===== src/rtl/uart_tx_arbiter.sv =====
// -----------------------------------------------------------------------------
// uart_tx_arbiter
//
// Shares one UART transmitter among NUM_REQ byte sources with round-robin
// arbitration. A byte is launched with a one-cycle tx_en pulse. The arbiter
// then follows the transmitter's busy level (bps_en): it waits for busy to
// rise, then for busy to fall, and then holds an optional idle gap before the
// next launch. If busy never rises after a launch, the byte is abandoned and a
// sticky error flag is set.
//
// Ports
//   clk          system clock
//   rst_n        asynchronous active-low reset
//   req_valid    per-requester byte-available level
//   req_data     byte of requester i at bits [8i+7:8i]
//   req_ready    one-cycle pulse: byte of requester i accepted
//   tx_en        one-cycle launch pulse to uart_tx
//   tx_data      byte to uart_tx, held from one launch until the next
//   tx_busy      bps_en from uart_tx, high while a frame is in flight
//   err_clr      clears err_timeout
//   busy         high whenever the arbiter is not idle
//   cur_owner    index of the last granted requester
//   byte_count   bytes whose busy-rise was observed (wraps at 16 bits)
//   err_timeout  sticky: a launched byte never raised tx_busy
//
// All outputs come straight from flops.
// -----------------------------------------------------------------------------
module uart_tx_arbiter #(
    parameter int  NUM_REQ       = 4,
    parameter int  GAP_CYCLES    = 16,
    parameter int  START_TIMEOUT = 64,
    localparam int OWNER_W       = $clog2(NUM_REQ)
) (
    input  logic                   clk,
    input  logic                   rst_n,
    input  logic [NUM_REQ-1:0]     req_valid,
    input  logic [NUM_REQ*8-1:0]   req_data,
    output logic [NUM_REQ-1:0]     req_ready,
    output logic                   tx_en,
    output logic [7:0]             tx_data,
    input  logic                   tx_busy,
    input  logic                   err_clr,
    output logic                   busy,
    output logic [OWNER_W-1:0]     cur_owner,
    output logic [15:0]            byte_count,
    output logic                   err_timeout
);

    // ------------------------------------------------------------------
    // Derived widths
    // ------------------------------------------------------------------
    // Candidate sums (pointer + offset) must hold values up to 2*NUM_REQ-1.
    localparam int SUM_W = OWNER_W + 1;
    // The timeout counter counts 0 .. START_TIMEOUT-1.
    localparam int TO_W  = (START_TIMEOUT < 2) ? 1 : $clog2(START_TIMEOUT);
    // The gap counter is loaded with GAP_CYCLES and counts down to 1.
    localparam int GAP_W = (GAP_CYCLES < 2) ? 1 : $clog2(GAP_CYCLES + 1);
    // With a zero gap, the GAP state is never entered.
    localparam bit GAP_EN = (GAP_CYCLES != 0);

    localparam logic [OWNER_W-1:0] PTR_INIT = OWNER_W'(NUM_REQ - 1);
    localparam logic [TO_W-1:0]    TO_LAST  = TO_W'(START_TIMEOUT - 1);
    localparam logic [GAP_W-1:0]   GAP_LOAD = GAP_W'(GAP_CYCLES);
    localparam logic [GAP_W-1:0]   GAP_ONE  = GAP_W'(1);

    typedef enum logic [1:0] {
        ST_IDLE       = 2'd0,
        ST_WAIT_START = 2'd1,
        ST_WAIT_DONE  = 2'd2,
        ST_GAP        = 2'd3
    } state_t;

    // ------------------------------------------------------------------
    // State and output registers
    // ------------------------------------------------------------------
    state_t               state_reg;
    logic [OWNER_W-1:0]   ptr_reg;
    logic [TO_W-1:0]      to_cnt_reg;
    logic [GAP_W-1:0]     gap_cnt_reg;
    logic [NUM_REQ-1:0]   req_ready_reg;
    logic                 tx_en_reg;
    logic [7:0]           tx_data_reg;
    logic                 busy_reg;
    logic [OWNER_W-1:0]   cur_owner_reg;
    logic [15:0]          byte_count_reg;
    logic                 err_timeout_reg;

    assign req_ready   = req_ready_reg;
    assign tx_en       = tx_en_reg;
    assign tx_data     = tx_data_reg;
    assign busy        = busy_reg;
    assign cur_owner   = cur_owner_reg;
    assign byte_count  = byte_count_reg;
    assign err_timeout = err_timeout_reg;

    // ------------------------------------------------------------------
    // Round-robin grant
    // ------------------------------------------------------------------
    // cand_idx[k] is the requester examined at search position k. Position
    // 0 is the requester just after the pointer, so the last winner has the
    // lowest priority.
    logic [7:0]         req_byte [NUM_REQ];
    logic [SUM_W-1:0]   cand_sum [NUM_REQ];
    logic [OWNER_W-1:0] cand_idx [NUM_REQ];

    generate
        for (genvar gi = 0; gi < NUM_REQ; gi++) begin : g_cand
            assign req_byte[gi] = req_data[8*gi +: 8];
            assign cand_sum[gi] = {1'b0, ptr_reg} + SUM_W'(gi + 1);
            // Wrap modulo NUM_REQ. The sum is below 2*NUM_REQ, so a single
            // conditional subtract is enough, even for non-power-of-two counts.
            assign cand_idx[gi] = (cand_sum[gi] >= SUM_W'(NUM_REQ))
                                ? OWNER_W'(cand_sum[gi] - SUM_W'(NUM_REQ))
                                : cand_sum[gi][OWNER_W-1:0];
        end
    endgenerate

    logic               grant_valid;
    logic [OWNER_W-1:0] grant_idx;

    always_comb begin
        grant_valid = 1'b0;
        grant_idx   = '0;
        // Scan from the lowest priority to the highest, so the
        // highest-priority valid requester writes last and wins.
        for (int k = NUM_REQ - 1; k >= 0; k--) begin
            if (req_valid[cand_idx[k]]) begin
                grant_valid = 1'b1;
                grant_idx   = cand_idx[k];
            end
        end
    end

    logic [NUM_REQ-1:0] grant_onehot;
    assign grant_onehot = {{(NUM_REQ-1){1'b0}}, 1'b1} << grant_idx;

    // ------------------------------------------------------------------
    // Sequencer
    // ------------------------------------------------------------------
    always_ff @(posedge clk or negedge rst_n) begin
        if (!rst_n) begin
            state_reg       <= ST_IDLE;
            ptr_reg         <= PTR_INIT;
            to_cnt_reg      <= '0;
            gap_cnt_reg     <= '0;
            req_ready_reg   <= '0;
            tx_en_reg       <= 1'b0;
            tx_data_reg     <= '0;
            busy_reg        <= 1'b0;
            cur_owner_reg   <= '0;
            byte_count_reg  <= '0;
            err_timeout_reg <= 1'b0;
        end else begin
            // The launch strobes last exactly one cycle.
            tx_en_reg     <= 1'b0;
            req_ready_reg <= '0;

            // The clear is written first, so a timeout in the same cycle
            // overrides it below.
            if (err_clr) begin
                err_timeout_reg <= 1'b0;
            end

            case (state_reg)
                ST_IDLE: begin
                    // A transmitter that is still busy (for example, after a
                    // reset of this block only) holds off every launch.
                    if (!tx_busy && grant_valid) begin
                        tx_en_reg     <= 1'b1;
                        req_ready_reg <= grant_onehot;
                        tx_data_reg   <= req_byte[grant_idx];
                        cur_owner_reg <= grant_idx;
                        ptr_reg       <= grant_idx;
                        to_cnt_reg    <= '0;
                        busy_reg      <= 1'b1;
                        state_reg     <= ST_WAIT_START;
                    end
                end

                ST_WAIT_START: begin
                    if (tx_busy) begin
                        byte_count_reg <= byte_count_reg + 16'd1;
                        state_reg      <= ST_WAIT_DONE;
                    end else if (to_cnt_reg == TO_LAST) begin
                        // The byte is dropped. The requester already got its
                        // ready pulse and is not signalled again.
                        err_timeout_reg <= 1'b1;
                        busy_reg        <= 1'b0;
                        state_reg       <= ST_IDLE;
                    end else begin
                        to_cnt_reg <= to_cnt_reg + TO_W'(1);
                    end
                end

                ST_WAIT_DONE: begin
                    if (!tx_busy) begin
                        if (GAP_EN) begin
                            gap_cnt_reg <= GAP_LOAD;
                            state_reg   <= ST_GAP;
                        end else begin
                            busy_reg  <= 1'b0;
                            state_reg <= ST_IDLE;
                        end
                    end
                end

                ST_GAP: begin
                    if (gap_cnt_reg == GAP_ONE) begin
                        busy_reg  <= 1'b0;
                        state_reg <= ST_IDLE;
                    end else begin
                        gap_cnt_reg <= gap_cnt_reg - GAP_W'(1);
                    end
                end

                default: begin
                    busy_reg  <= 1'b0;
                    state_reg <= ST_IDLE;
                end
            endcase
        end
    end

endmodule


===== config.mk =====
export PLATFORM = sky130hd
export DESIGN_NAME = uart_tx_arbiter
export DESIGN_NICKNAME = d
export VERILOG_FILES = /design/src/rtl/uart_tx_arbiter.sv
export SDC_FILE = /design/constraint.sdc
export NUM_CORES = 1
export LEC_CHECK = 0
export BUFFER_PORTS_ARGS = -buffer_cell sky130_fd_sc_hd__buf_2
export CAP_MARGIN = 5
export CORE_MARGIN = 1
export CORE_UTILIZATION = 56
export DETAILED_ROUTE_END_ITERATION = 8
export HOLD_SLACK_MARGIN = 0.06
export PLACE_DENSITY = 0.94
export SLEW_MARGIN = 10
export SYNTH_ARGS = -nofsm -noshare
export SYNTH_HDL_FRONTEND = slang
export SYNTH_SLANG_ARGS = --single-unit

===== constraint.sdc =====
create_clock -name clk -period 3.9 [get_ports clk]
set_input_delay 0.39 -clock clk [delete_from_list [all_inputs] [get_ports clk]]
set_output_delay 0.39 -clock clk [all_outputs]
set_load 0.02 [all_outputs]

=== Word-level counts from Yosys, hierarchy flattened ===
Cells that the tools add are included.

* Bits in registers: 48
* Output and inout port bits: 33
* Input bits: 40
* Word-level logic and storage cells: 107

* Muxes and demuxes: 49
* Bitwise operators: 2
* Add/subtract/negate cells: 11
* Reductions and logical operators: 11
* Shift operators: 1
* $lt $le $gt $ge: 9
* Eq/ne operators: 13

{| class="wikitable"
|+ Operators with widths
! operator !! number
|-
| $mux 2 || 13
|-
| $mux 1 || 18
|-
| $mux 6 || 3
|-
| $add 16x1->16 const B || 1
|-
| $bmux 8 s2 || 1
|-
| $mux 8 || 2
|-
| $ge 3x3->1 const B || 5
|-
| $ne 2x2->1 const B || 7
|-
| $lt 2x3->1 const B || 4
|-
| $pmux 6 s2 || 1
|-
| $mux 5 || 2
|-
| $pmux 5 s2 || 1
|-
| $bmux 1 s2 || 4
|-
| $mux 4 || 2
|-
| $pmux 2 s4 || 1
|-
| $reduce_and 4->1 || 2
|-
| $sub 2x1->2 const B || 4
|-
| $add 2x2->3 const B || 2
|-
| $add 6x1->6 const B || 1
|-
| $eq 6x6->1 const B || 1
|-
| $eq 5x1->1 const B || 1
|-
| $reduce_and 5->1 || 1
|-
| $sub 5x1->5 const B || 1
|-
| $eq 2x2->1 const B || 2
|-
| other kinds (14) || 16
|}

=== Logic depth before layout (Yosys ltp) ===
Gate-level depths: netlist of run 1.

* Depth after elaboration: 13
* Depth in mapped cells: 8

=== Worst setup path after synthesis of run 1 ===
Ideal clock, no wire load.

* Path kind: flip-flop to flip-flop
* From: register ptr_reg[1]
* To: register tx_data_reg[0], in the netlist tx_data[0]
* Arrival time: 1.750 ns
* Path slack: 2.024 ns
* Library setup time: 0.126 ns
* Cell stages (with the launch flop): 7
* Period minus slack after synthesis: 1.876 ns
* Cells stage by stage: dfstp_2 > nand2b_1 > a21oi_2 > o221ai_2 > buf_6 > mux2_4 > a221o_1

* Longest elaborated chain between the ends: 13
* Elaborated cells on any way between the ends: 38
* Those cells by class: add/sub (8); order compare (4); mux (23); bitwise (1); reduce/logical (2)

{| class="wikitable"
|+ Ends and longest elaborated chain
! what !! line !! text
|-
| start: declaration || 77 || <nowiki>logic [OWNER_W-1:0] ptr_reg;</nowiki>
|-
| start signal: assignment || 173 || <nowiki>ptr_reg <= grant_idx;</nowiki>
|-
| $add 2x3->3 || 109 || <nowiki>assign cand_sum[gi] = {1'b0, ptr_reg} + SUM_W'(gi + 1);</nowiki>
|-
| $ge 3x3->1 or $sub 2x1->2 (tied branches) || 112, 113 ||
|-
| $mux 2 || 113 || <nowiki>? OWNER_W'(cand_sum[gi] - SUM_W'(NUM_REQ))</nowiki>
|-
| $bmux 1 s2 || 127 || <nowiki>if (req_valid[cand_idx[k]]) begin</nowiki>
|-
| $mux 1 (implied by the code) || 127 ||
|-
| $mux 2 (4 in a row) || 127 ||
|-
| $not 2->3 (implied by the code) || 171 || <nowiki>tx_data_reg <= req_byte[grant_idx];</nowiki>
|-
| $bmux 8 s2 || 171 ||
|-
| $mux 8 (implied by the code) (2 in a row) || 171 ||
|-
| end signal: assignment || 171 ||
|-
| end: declaration || 82 || <nowiki>logic [7:0] tx_data_reg;</nowiki>
|}

Several ways; a longest one is shown, not always the timed one. The select of a mux whose other input is x is not followed.
A chain may end at the register's enable or synchronous reset.

=== Worst setup path in the final report of run 1 ===
* From: register ptr_reg[1]
* To: register tx_data_reg[2], in the netlist tx_data[2]

The elaborated chain is that of the path after synthesis.

==> metrics.txt, run 1 <==
slew at the pin closest to its max-slew limit=roughly 1100 ps; Longest Clk Path Bufs=2; NetSw=between 0.7 and 0.8 mW; Final setup viols=0; Primary FF master, synth=dfrtp_1; Final Wtd Congestion=about 0.85; max incr delay on CP=roughly 800 ps; antenna diode count=0; CP bufs+invs=0; die width=~69 µm; CTS Buf Count=5; Max Cap Viol=0; vias in the first global route=roughly 2000; top cell type's share of synthesized area=between 40% and 50%; commonest non-fill, non-tap cell in the layout=buf_2; CTS Sinks=48; Final min period=2452 ps; num rows=24; clock slew at reported path FFs=about 90 ps; remaining antenna violation count=0; GRT Resource Usage Total=around 22%; PostCTS Resize Cnt=0; switching part of the total=a little under two fifths; IO Port Bufs=roughly 70; final hold violation count=0; Place WS=roughly 1400 ps; overall routed net length=around 5000 µm; Yosys cell types=45; crit end category=flop; combinational group share of total power=between 30% and 40%; I/O Pins=73; Synth Instances=240; final core occ=~69%; DP Wirelength=roughly 3700 µm; Critical Path Start=ptr_reg[1]; sequential share of power=roughly 43%; fin. max-slew vios=0; EDFF count, synth=0; ys async rst share=100.0%; RSZ-0062 raised after global routing=false; Synth Warn #=0; CTS tree=built; outcome=completed; post-synthesis sequential area ratio=47.32%; max reg flops=16; FF+latch count, synth=48; min-delay worst type=input port to async pin; CP max-delay cell=o221ai_2; DR WL/cell=roughly 14 µm; clock share of power=19.4%; GRT overflow=0; Crit path max-delay family=compound AO/OA/AOI/OAI gates; top cells by area, synth=dfrtp_1 45%, xnor2_1 5.5%, nand3_1 4.9%, mux2i_1 4.3%, mux2_4 3.5%; CTS root buffer=clkbuf_8; R2R Path Start=ptr_reg[1]; Final period util=62.86%; Die ar.=between 4000 and 5000 µm²; Internal=around 1.1 mW; Crit path arrival time=~2600 ps; Critical Path, Cell by Cell=nand2b_1 -> a21oi_2 -> o221ai_2 -> mux2_2 -> a221o_1; Initial Util=around three fifths; Synth Net Count=roughly 280; synthesized area=2544 µm²; residual DRC count=0; synth-to-layout area growth=18.25%; Post-CTS Setup Bufs=0; commonest non-fill, non-tap cells in the layout=72 x buf_2, 46 x dfrtp_1, 25 x nand3_1, 18 x nor2_1, 18 x nand2_1; largest net degree at the start of global routing=49; Startpoint Class=flop; critical setup path kind=flop to flop; standby leakage power=approximately 1.5 nW; leading area contributor after synthesis=dfrtp_1; global-route wire length before repair=8611 µm; CTS H-tree lvls=2; Die Ht=a little under 70 µm; CP max FO=15; share of layout cells above drive strength 1=between 30 and 40%; VDD IR-drop max=between 0.3 and 0.4 mV; f_max=a little over 400 MHz; via count=around 2100; clock latency on the worst-skew pair=around 300 ps; setup_tns=0 ps; Worst slew margin=29.30%; cell area power density=~610 nW/µm²; vias per cell=5.666; initial antenna violation count=0; floorplan core area=4354 µm²; post-route clock skew=around 3.5 ps; Final WS setup=around 1400 ps; First DRT Iteration DRCs=133; fin nets=roughly 350; CTS Hold Buffers Added=0; mean post-synth cell area=10.60 µm²; first-pass detailed-route iteration total=4; CP required=approximately 4100 ps
-- power groups by stage --
stage          clock (mW)  combinational [mW]  sequential [mW]
6_report            0.358               0.701            0.786
5_1_grt             0.383               0.772            0.809
4_1_cts             0.364               0.706            0.783
3_5_place_dp            0               0.705            0.793
3_3_place_gp            0               0.677            0.781
2_1_floorplan           0               0.483            0.835
-- kinds of logic after synthesis --
| group | after synthesis | share of synthesized area (%) |
|---|---|---|
| muxes | 20 | 9.198 |
| xor gates and xnor gates | 21 | 7.230 |
| buffers and inverters | 17 | 4.033 |
| and+or+nand+nor | 95 | 19.38 |
| AOI/OAI and AO/OA | 35 | 10.87 |
| adders and majority gates | 4 | 1.968 |
| DFF | 48 | 47.32 |
-- worst reg2reg max path, delay by kind of cell (launching register included) --
family	cells	cell delay (ps)
mux	1	420
compound gates	3	1180
simple gates	1	140
flops	1	600
-- area by class of cell --
cell class / instances / area [µm²]
repair buffers: 73 / 367.9
inverters: 6 / 22.52
clock inverters: 3 / 42.54
multi-input cells: 175 / 1237
fillers: 333 / 1346
flip-flops and latches: 48 / 1204
well taps: 52 / 65.06
clock buffers: 5 / 68.82
-- cell usage after synthesis, types with 3 or more instances --
cell	instances
a21oi_1	4
a221o_1	8
and2_1	3
and3_1	5
buf_2	4
buf_6	3
clkbuf_1	3
dfrtp_1	46
ha_1	4
inv_1	5
mux2_2	3
mux2_4	6
mux2i_1	11
nand2_1	18
nand2b_1	6
nand3_1	25
nand4_1	3
nor2_1	18
nor2b_1	3
nor3_1	4
o21ai_0	9
xnor2_1	16
xor2_1	5
-- metal layers --
| layer | share of wire [%] | GRT usage (%) |
|---|---|---|
| met4 | 2.4 | 9.751 |
| met3 | 3.5 | 5.233 |
| met5 | 0 | 0 |
| met1 | 44 | 27.82 |
| met2 | 50 | 37.00 |
-- per-stage QoR --
stage / std cells / area (µm²) / power [mW] / hold WS [ps]
after global placement: 354 / 2897 / 1.458 / 455.8
final: 362 / 3008 / 1.845 / 258.5
after detailed placement: 354 / 2897 / 1.498 / 459.4
after CTS: 362 / 3008 / 1.854 / 262.2
after global routing: 362 / 3008 / 1.963 / 272.0
after floorplan: 240 / 2544 / 1.318 / 94.41
-- final timing paths --
check | to | slack (ps) | cells after the start
max in group asynchronous | tx_data[1] | 3020 | 1
min in group clk | err_timeout | 270 | 2
setup reg to reg | tx_data[2] | 1450 | 5
hold reg to reg | cur_owner[1] | 470 | 2
setup / recovery | tx_data[2] | 1450 | 5
hold / removal | tx_data[6] | 260 | 1
Power figures use the tool's default switching activity.
==> inputs of run 2 (changes only) <==
Settings changed: CORE_UTILIZATION 56 to 52, PLACE_DENSITY 0.94 to 0.89.
Clock period 3.9 ns to 2.3 ns, I/O delays scaled along.
==> run 2 against run 1 <==
  * Sequential power rose by 67%
  * Sequential cell count unchanged
  * Combinational power up 78%
  * Setup slack lost 1100 ps
  * Highest routed layer unchanged
==> metrics.txt, run 2 (same netlist as run 1, synthesis figures left out) <==
outcome=completed (unchanged); PostCTS Resize Cnt=0 (unchanged); Final min period=1981 ps (was 2452 ps); synth-to-layout area growth=20.51% (was 18.25%); worst-case reg-to-reg path depth=6 (was 5); VDD IR-drop max=0.4201 mV (was 0.3389 mV); Longest Clk Path Bufs=2 (unchanged); Die Ht=71.94 µm (was 69.40 µm); First DRT Iteration DRCs=129 (was 133); DP Wirelength=3784 µm (was 3676 µm); CTS Sinks=48 (unchanged); CP max-delay cell=dfstp_2 (was o221ai_2); CP required=2480 ps (was 4090 ps); total power=3.091 mW (was 1.845 mW); commonest non-fill, non-tap cells in the layout=72 x buf_2, 46 x dfrtp_1, 25 x nand3_1, 18 x nor2_1, 18 x nand2_1 (unchanged); residual DRC count=0 (unchanged); critical setup path kind=flop to flop (unchanged); Final period util=86.13% (was 62.86%); via count=2076 (was 2051); clock latency on the worst-skew pair=290 ps (was 300 ps); clock slew at reported path FFs=90 ps (about the same); f_max=504.8 MHz (was 407.9 MHz); vias in the first global route=1900 (was 1962); commonest non-fill, non-tap cell in the layout=buf_2 (unchanged); CTS root buffer=clkbuf_8 (unchanged); floorplan core area=4723 µm² (was 4354 µm²); initial antenna violation count=0 (unchanged); Final Wtd Congestion=0.7992 (was 0.8477); Initial Util=53.85% (was 58.42%); Final setup viols=0 (unchanged); max incr delay on CP=590 ps (was 800 ps); die width=71.94 µm (was 69.40 µm); num rows=25 (was 24); post-route clock skew=6.059 ps (was 3.514 ps); min-delay worst type=input port to flop (was input port to async pin); global-route wire length before repair=8238 µm (was 8611 µm); final core occ=64.90% (was 69.08%); overall routed net length=5176 µm (was 4982 µm); remaining antenna violation count=0 (unchanged); Max Cap Viol=0 (unchanged); GRT overflow=0 (unchanged); worst hold margin=118.6 ps (was 258.5 ps); largest net degree at the start of global routing=49 (unchanged); GRT Resource Usage Total=20.22% (was 22.32%); setup_tns=0 ps (unchanged); fin. max-slew vios=0 (unchanged); final hold violation count=0 (unchanged); share of layout cells above drive strength 1=33.02% (was 32.26%); Die ar.=5175 µm² (was 4816 µm²); I/O Pins=73 (unchanged); slew at the pin closest to its max-slew limit=587.2 ps (was 1061 ps); antenna diode count=0 (unchanged); DR WL/cell=13.55 µm (was 13.76 µm); Critical Path, Cell by Cell=nand2b_1 -> a21oi_2 -> o221ai_2 -> buf_12 -> mux2_2 -> a221o_1 (was nand2b_1 -> a21oi_2 -> o221ai_2 -> mux2_2 -> a221o_1); crit end category=flop (unchanged); Startpoint Class=flop (unchanged); fin nets=358 (was 353); vias per cell=5.435 (was 5.666); standby leakage power=1.506 nW (was 1.488 nW); CTS Buf Count=5 (unchanged); Hold Crit Depth=2; RSZ-0062 raised after global routing=false (unchanged); first-pass detailed-route iteration total=4 (unchanged); cell area power density=1008 nW/µm² (was 613.3 nW/µm²); CP max FO=21 (was 15); CTS H-tree lvls=2 (unchanged); Crit path arrival time=2160 ps (was 2640 ps); Worst slew margin=60.85% (was 29.30%); IO Port Bufs=72 (unchanged); max reg flops=16 (unchanged); CTS tree=built (unchanged)
==> run 2: layout make-up <==
type | instances | area, µm²
Inverter | 6 | 22.52
Sequential cell | 48 | 1204
Clock inverter | 2 | 15.01
Clock buffer | 6 | 82.58
Tap cell | 67 | 83.83
Multi-Input combinational cell | 175 | 1237
Fill cell | 368 | 1658
Timing Repair Buffer | 78 | 420.4
==> run 2: critical path: cells and delay by family, from the launching register on <==
kind	cells	cell delay [ps]
flops	1	590
mux	1	350
compound gates	3	590
buf+inv	1	210
simple gates	1	130
==> run 2: worst paths after layout <==
kind | startpoint | end | slack [ps]
worst max-delay path | ptr_reg[1] | tx_data[1] | 320
worst min-delay path | err_clr | err_timeout | 120
worst max register to register | ptr_reg[1] | tx_data[1] | 320
worst min register to register | byte_count[15] | byte_count[15] | 480
max in group asynchronous | rst_n | async pin | 1340
min in group asynchronous | rst_n | byte_count[5] | 570
==> run 2: repair_timing <==
action | CTS | global route
buffers inserted | 0 | 0
hold buffers | 1 | 0
endpoints found under the hold margin | 46 | 0
==> run 2: stage by stage <==
stage	std cells	setup WS, ps	area [µm²]
after floorplan	240	424.3	2544
after global placement	373	374.9	2958
after detailed placement	373	329.7	2958
after CTS	382	305.8	3065
after global routing	382	192.4	3065
final	382	319.1	3065
==> run 2: per-layer routing <==
layer  share of wire (%)  vias to the layer above  global-route usage (%)
li1                    -                     1004                       -
met1                  43                      993                   25.23
met2                  50                       69                   35.12
met3                 4.9                       10                   3.611
met4                 1.7                        0                   7.625
met5                   0                        -                       0
==> run 2: report_power, final <==
| group | internal [mW] | leakage [nW] | total [mW] | switching (mW) |
|---|---|---|---|---|
| sequential | 1.09 | 0.620 | 1.31 | 0.225 |
| clock | 0.244 | 0.0434 | 0.527 | 0.283 |
| combinational | 0.567 | 0.842 | 1.25 | 0.685 |
| total | 1.90 | 1.51 | 3.09 | 1.19 |
==> inputs of run 3 (changes only) <==
Settings changed: RECOVER_POWER from default to 100.
==> run 3 against run 2 <==
  * Cell area down 1.6%
  * Count of clock-buffer cells in the layout unchanged
  * Maximum frequency decreased by 0.30%
  * Non-clock buffer count stayed put
  * Register-to-register slack barely moved
  * Largest cell class unchanged
  * Largest power group unchanged
==> metrics.txt, run 3 (same netlist as run 1, synthesis figures left out) <==
r2r setup slk=310 ps (was 320 ps); cell area power density=1015 nW/µm² (was 1008 nW/µm²); initial antenna violation count=0 (unchanged); Crit path max-delay family=compound AO/OA/AOI/OAI gates (unchanged); CTS H-tree lvls=2 (unchanged); DR WL/cell=13.83 µm (was 13.55 µm); Die Ht=71.94 µm (unchanged); Place WS=329.7 ps (unchanged); CP bufs+invs=1 (unchanged); overall routed net length=5282 µm (was 5176 µm); I/O Pins=73 (unchanged); CP max FO=21 (unchanged); CTS tree=built (unchanged); First DRT Iteration DRCs=156 (was 129); Crit path arrival time=2170 ps (was 2160 ps); final hold violation count=0 (unchanged); CTS Buf Count=5 (unchanged); IO Port Bufs=72 (unchanged); CP max-delay cell=dfstp_2 (unchanged); commonest non-fill, non-tap cells in the layout=46 x dfrtp_1, 39 x buf_2, 33 x clkbuf_1, 25 x nand3_1 (was 72 x buf_2, 46 x dfrtp_1, 25 x nand3_1, 18 x nor2_1, 18 x nand2_1); RSZ-0062 raised after global routing=false (unchanged); floorplan core area=4723 µm² (unchanged); Max Cap Viol=0 (unchanged); Die ar.=5175 µm² (unchanged); Hold Crit Depth=2 (unchanged); Longest Clk Path Bufs=2 (unchanged); CTS root buffer=clkbuf_8 (unchanged); setup_tns=0 ps (unchanged); synth-to-layout area growth=18.59% (was 20.51%); residual DRC count=0 (unchanged); num rows=25 (unchanged); Final WS setup=313.2 ps (was 319.1 ps); GRT Resource Usage Total=20.22% (unchanged); Final Wtd Congestion=0.7992 (unchanged); post-route clock skew=9.211 ps (was 6.059 ps); clock latency on the worst-skew pair=300 ps (was 290 ps); Startpoint Class=flop (unchanged); reg2reg end=tx_data[1] (unchanged); die width=71.94 µm (unchanged); worst-case reg-to-reg path depth=6 (unchanged); outcome=completed (unchanged); DP Wirelength=3784 µm (unchanged); crit end category=flop (unchanged); share of layout cells above drive strength 1=22.22% (was 33.02%); standby leakage power=1.374 nW (was 1.506 nW); Final period util=86.38% (was 86.13%); Worst slew margin=22.47% (was 60.85%); Final min period=1987 ps (was 1981 ps); Final setup viols=0 (unchanged); min-delay worst type=input port to flop (unchanged); vias per cell=5.435 (unchanged); f_max=503.3 MHz (was 504.8 MHz); slew at the pin closest to its max-slew limit=1163 ps (was 587.2 ps); VDD IR-drop max=0.4164 mV (was 0.4201 mV); max reg flops=16 (unchanged); fin. max-slew vios=0 (unchanged); remaining antenna violation count=0 (unchanged); Initial Util=53.85% (unchanged); CTS Sinks=48 (unchanged); Hold Path Origin=err_clr (unchanged); antenna diode count=0 (unchanged); vias in the first global route=1900 (unchanged); first-pass detailed-route iteration total=4 (unchanged); fin nets=358 (unchanged); WHS Endpoint=err_timeout (unchanged); clock slew at reported path FFs=90 ps (about the same); GRT overflow=0 (unchanged); CP required=2480 ps (about the same); via count=2076 (unchanged); global-route wire length before repair=8238 µm (unchanged); largest net degree at the start of global routing=49 (unchanged); PostCTS Resize Cnt=0 (unchanged); Critical Path Start=ptr_reg[1] (unchanged); commonest non-fill, non-tap cell in the layout=dfrtp_1 (was buf_2); critical setup path kind=flop to flop (unchanged); R2R Path Start=ptr_reg[1] (unchanged); Critical Path, Cell by Cell=nand2b_1 -> a21oi_2 -> o221ai_2 -> buf_12 -> mux2_2 -> a221o_1 (unchanged); max incr delay on CP=590 ps (about the same)
run 3: cell count changes in the layout (fill, tap and decap cells not counted), sizes merged:
cell    change
buf        -34
clkbuf     +34
run 3: per-layer routing:
layer	vias up	track usage [%]	part of all wire (%)
met1	1019	25.23	44
met5	-	0	0
met3	8	3.611	3.7
met4	0	7.625	1.4
met2	47	35.12	51
li1	1002	-	-
run 3: layout make-up:
class,count,area (µm²)
inverter,6,22.52
clock inverter,2,15.01
clock buffer,6,82.58
timing repair buffer,78,376.6
sequential,48,1204
fill,386,1707
tap,67,83.83
multi-input combinational,175,1232
run 3: worst register-to-register path, delay by kind of cell, from the launching register on:
kind	cells	cell delay [ps]
and+or+nand+nor	1	130
DFF	1	590
muxes	1	350
buffers and inverters	1	210
AOI/OAI and AO/OA	3	590
run 3: worst max-delay path by stage:
| stage | endpoint | slack (ps) | cells after the start |
|---|---|---|---|
| final | tx_data[1] | 310 | 6 |
| after global routing | tx_data[3] | 200 | 6 |
| after CTS | tx_data[1] | 310 | 6 |
| after detailed placement | tx_data[2] | 330 | 6 |
| after global placement | tx_data[1] | 370 | 6 |
| after floorplan | tx_data[0] | 420 | 6 |
run 3: repair_timing:
item                      4_1_cts  5_1_grt
hold endpoints to repair       46        0
hold buffers                    1        0
setup buffers                   0        0
run 3: metrics by stage:
stage                     hold slack (ps)  power [mW]  utilization (%)  std cells  instance area [µm²]
final                               119.1       3.061            63.87        382                 3017
after global placement              353.2       2.516            62.62        373                 2958
after global routing                112.1       3.254            63.87        382                 3017
after CTS                           117.1       3.107            64.90        382                 3065
after detailed placement            366.3       2.575            62.62        373                 2958
after floorplan                    -65.59       2.236                -        240                 2544
run 3: power by group:
part / leakage [nW] / internal, mW / switching (mW)
Combinational: 0.710 / 0.531 / 0.684
Clock: 0.0434 / 0.244 / 0.284
Sequential: 0.620 / 1.09 / 0.231
Total: 1.37 / 1.86 / 1.20
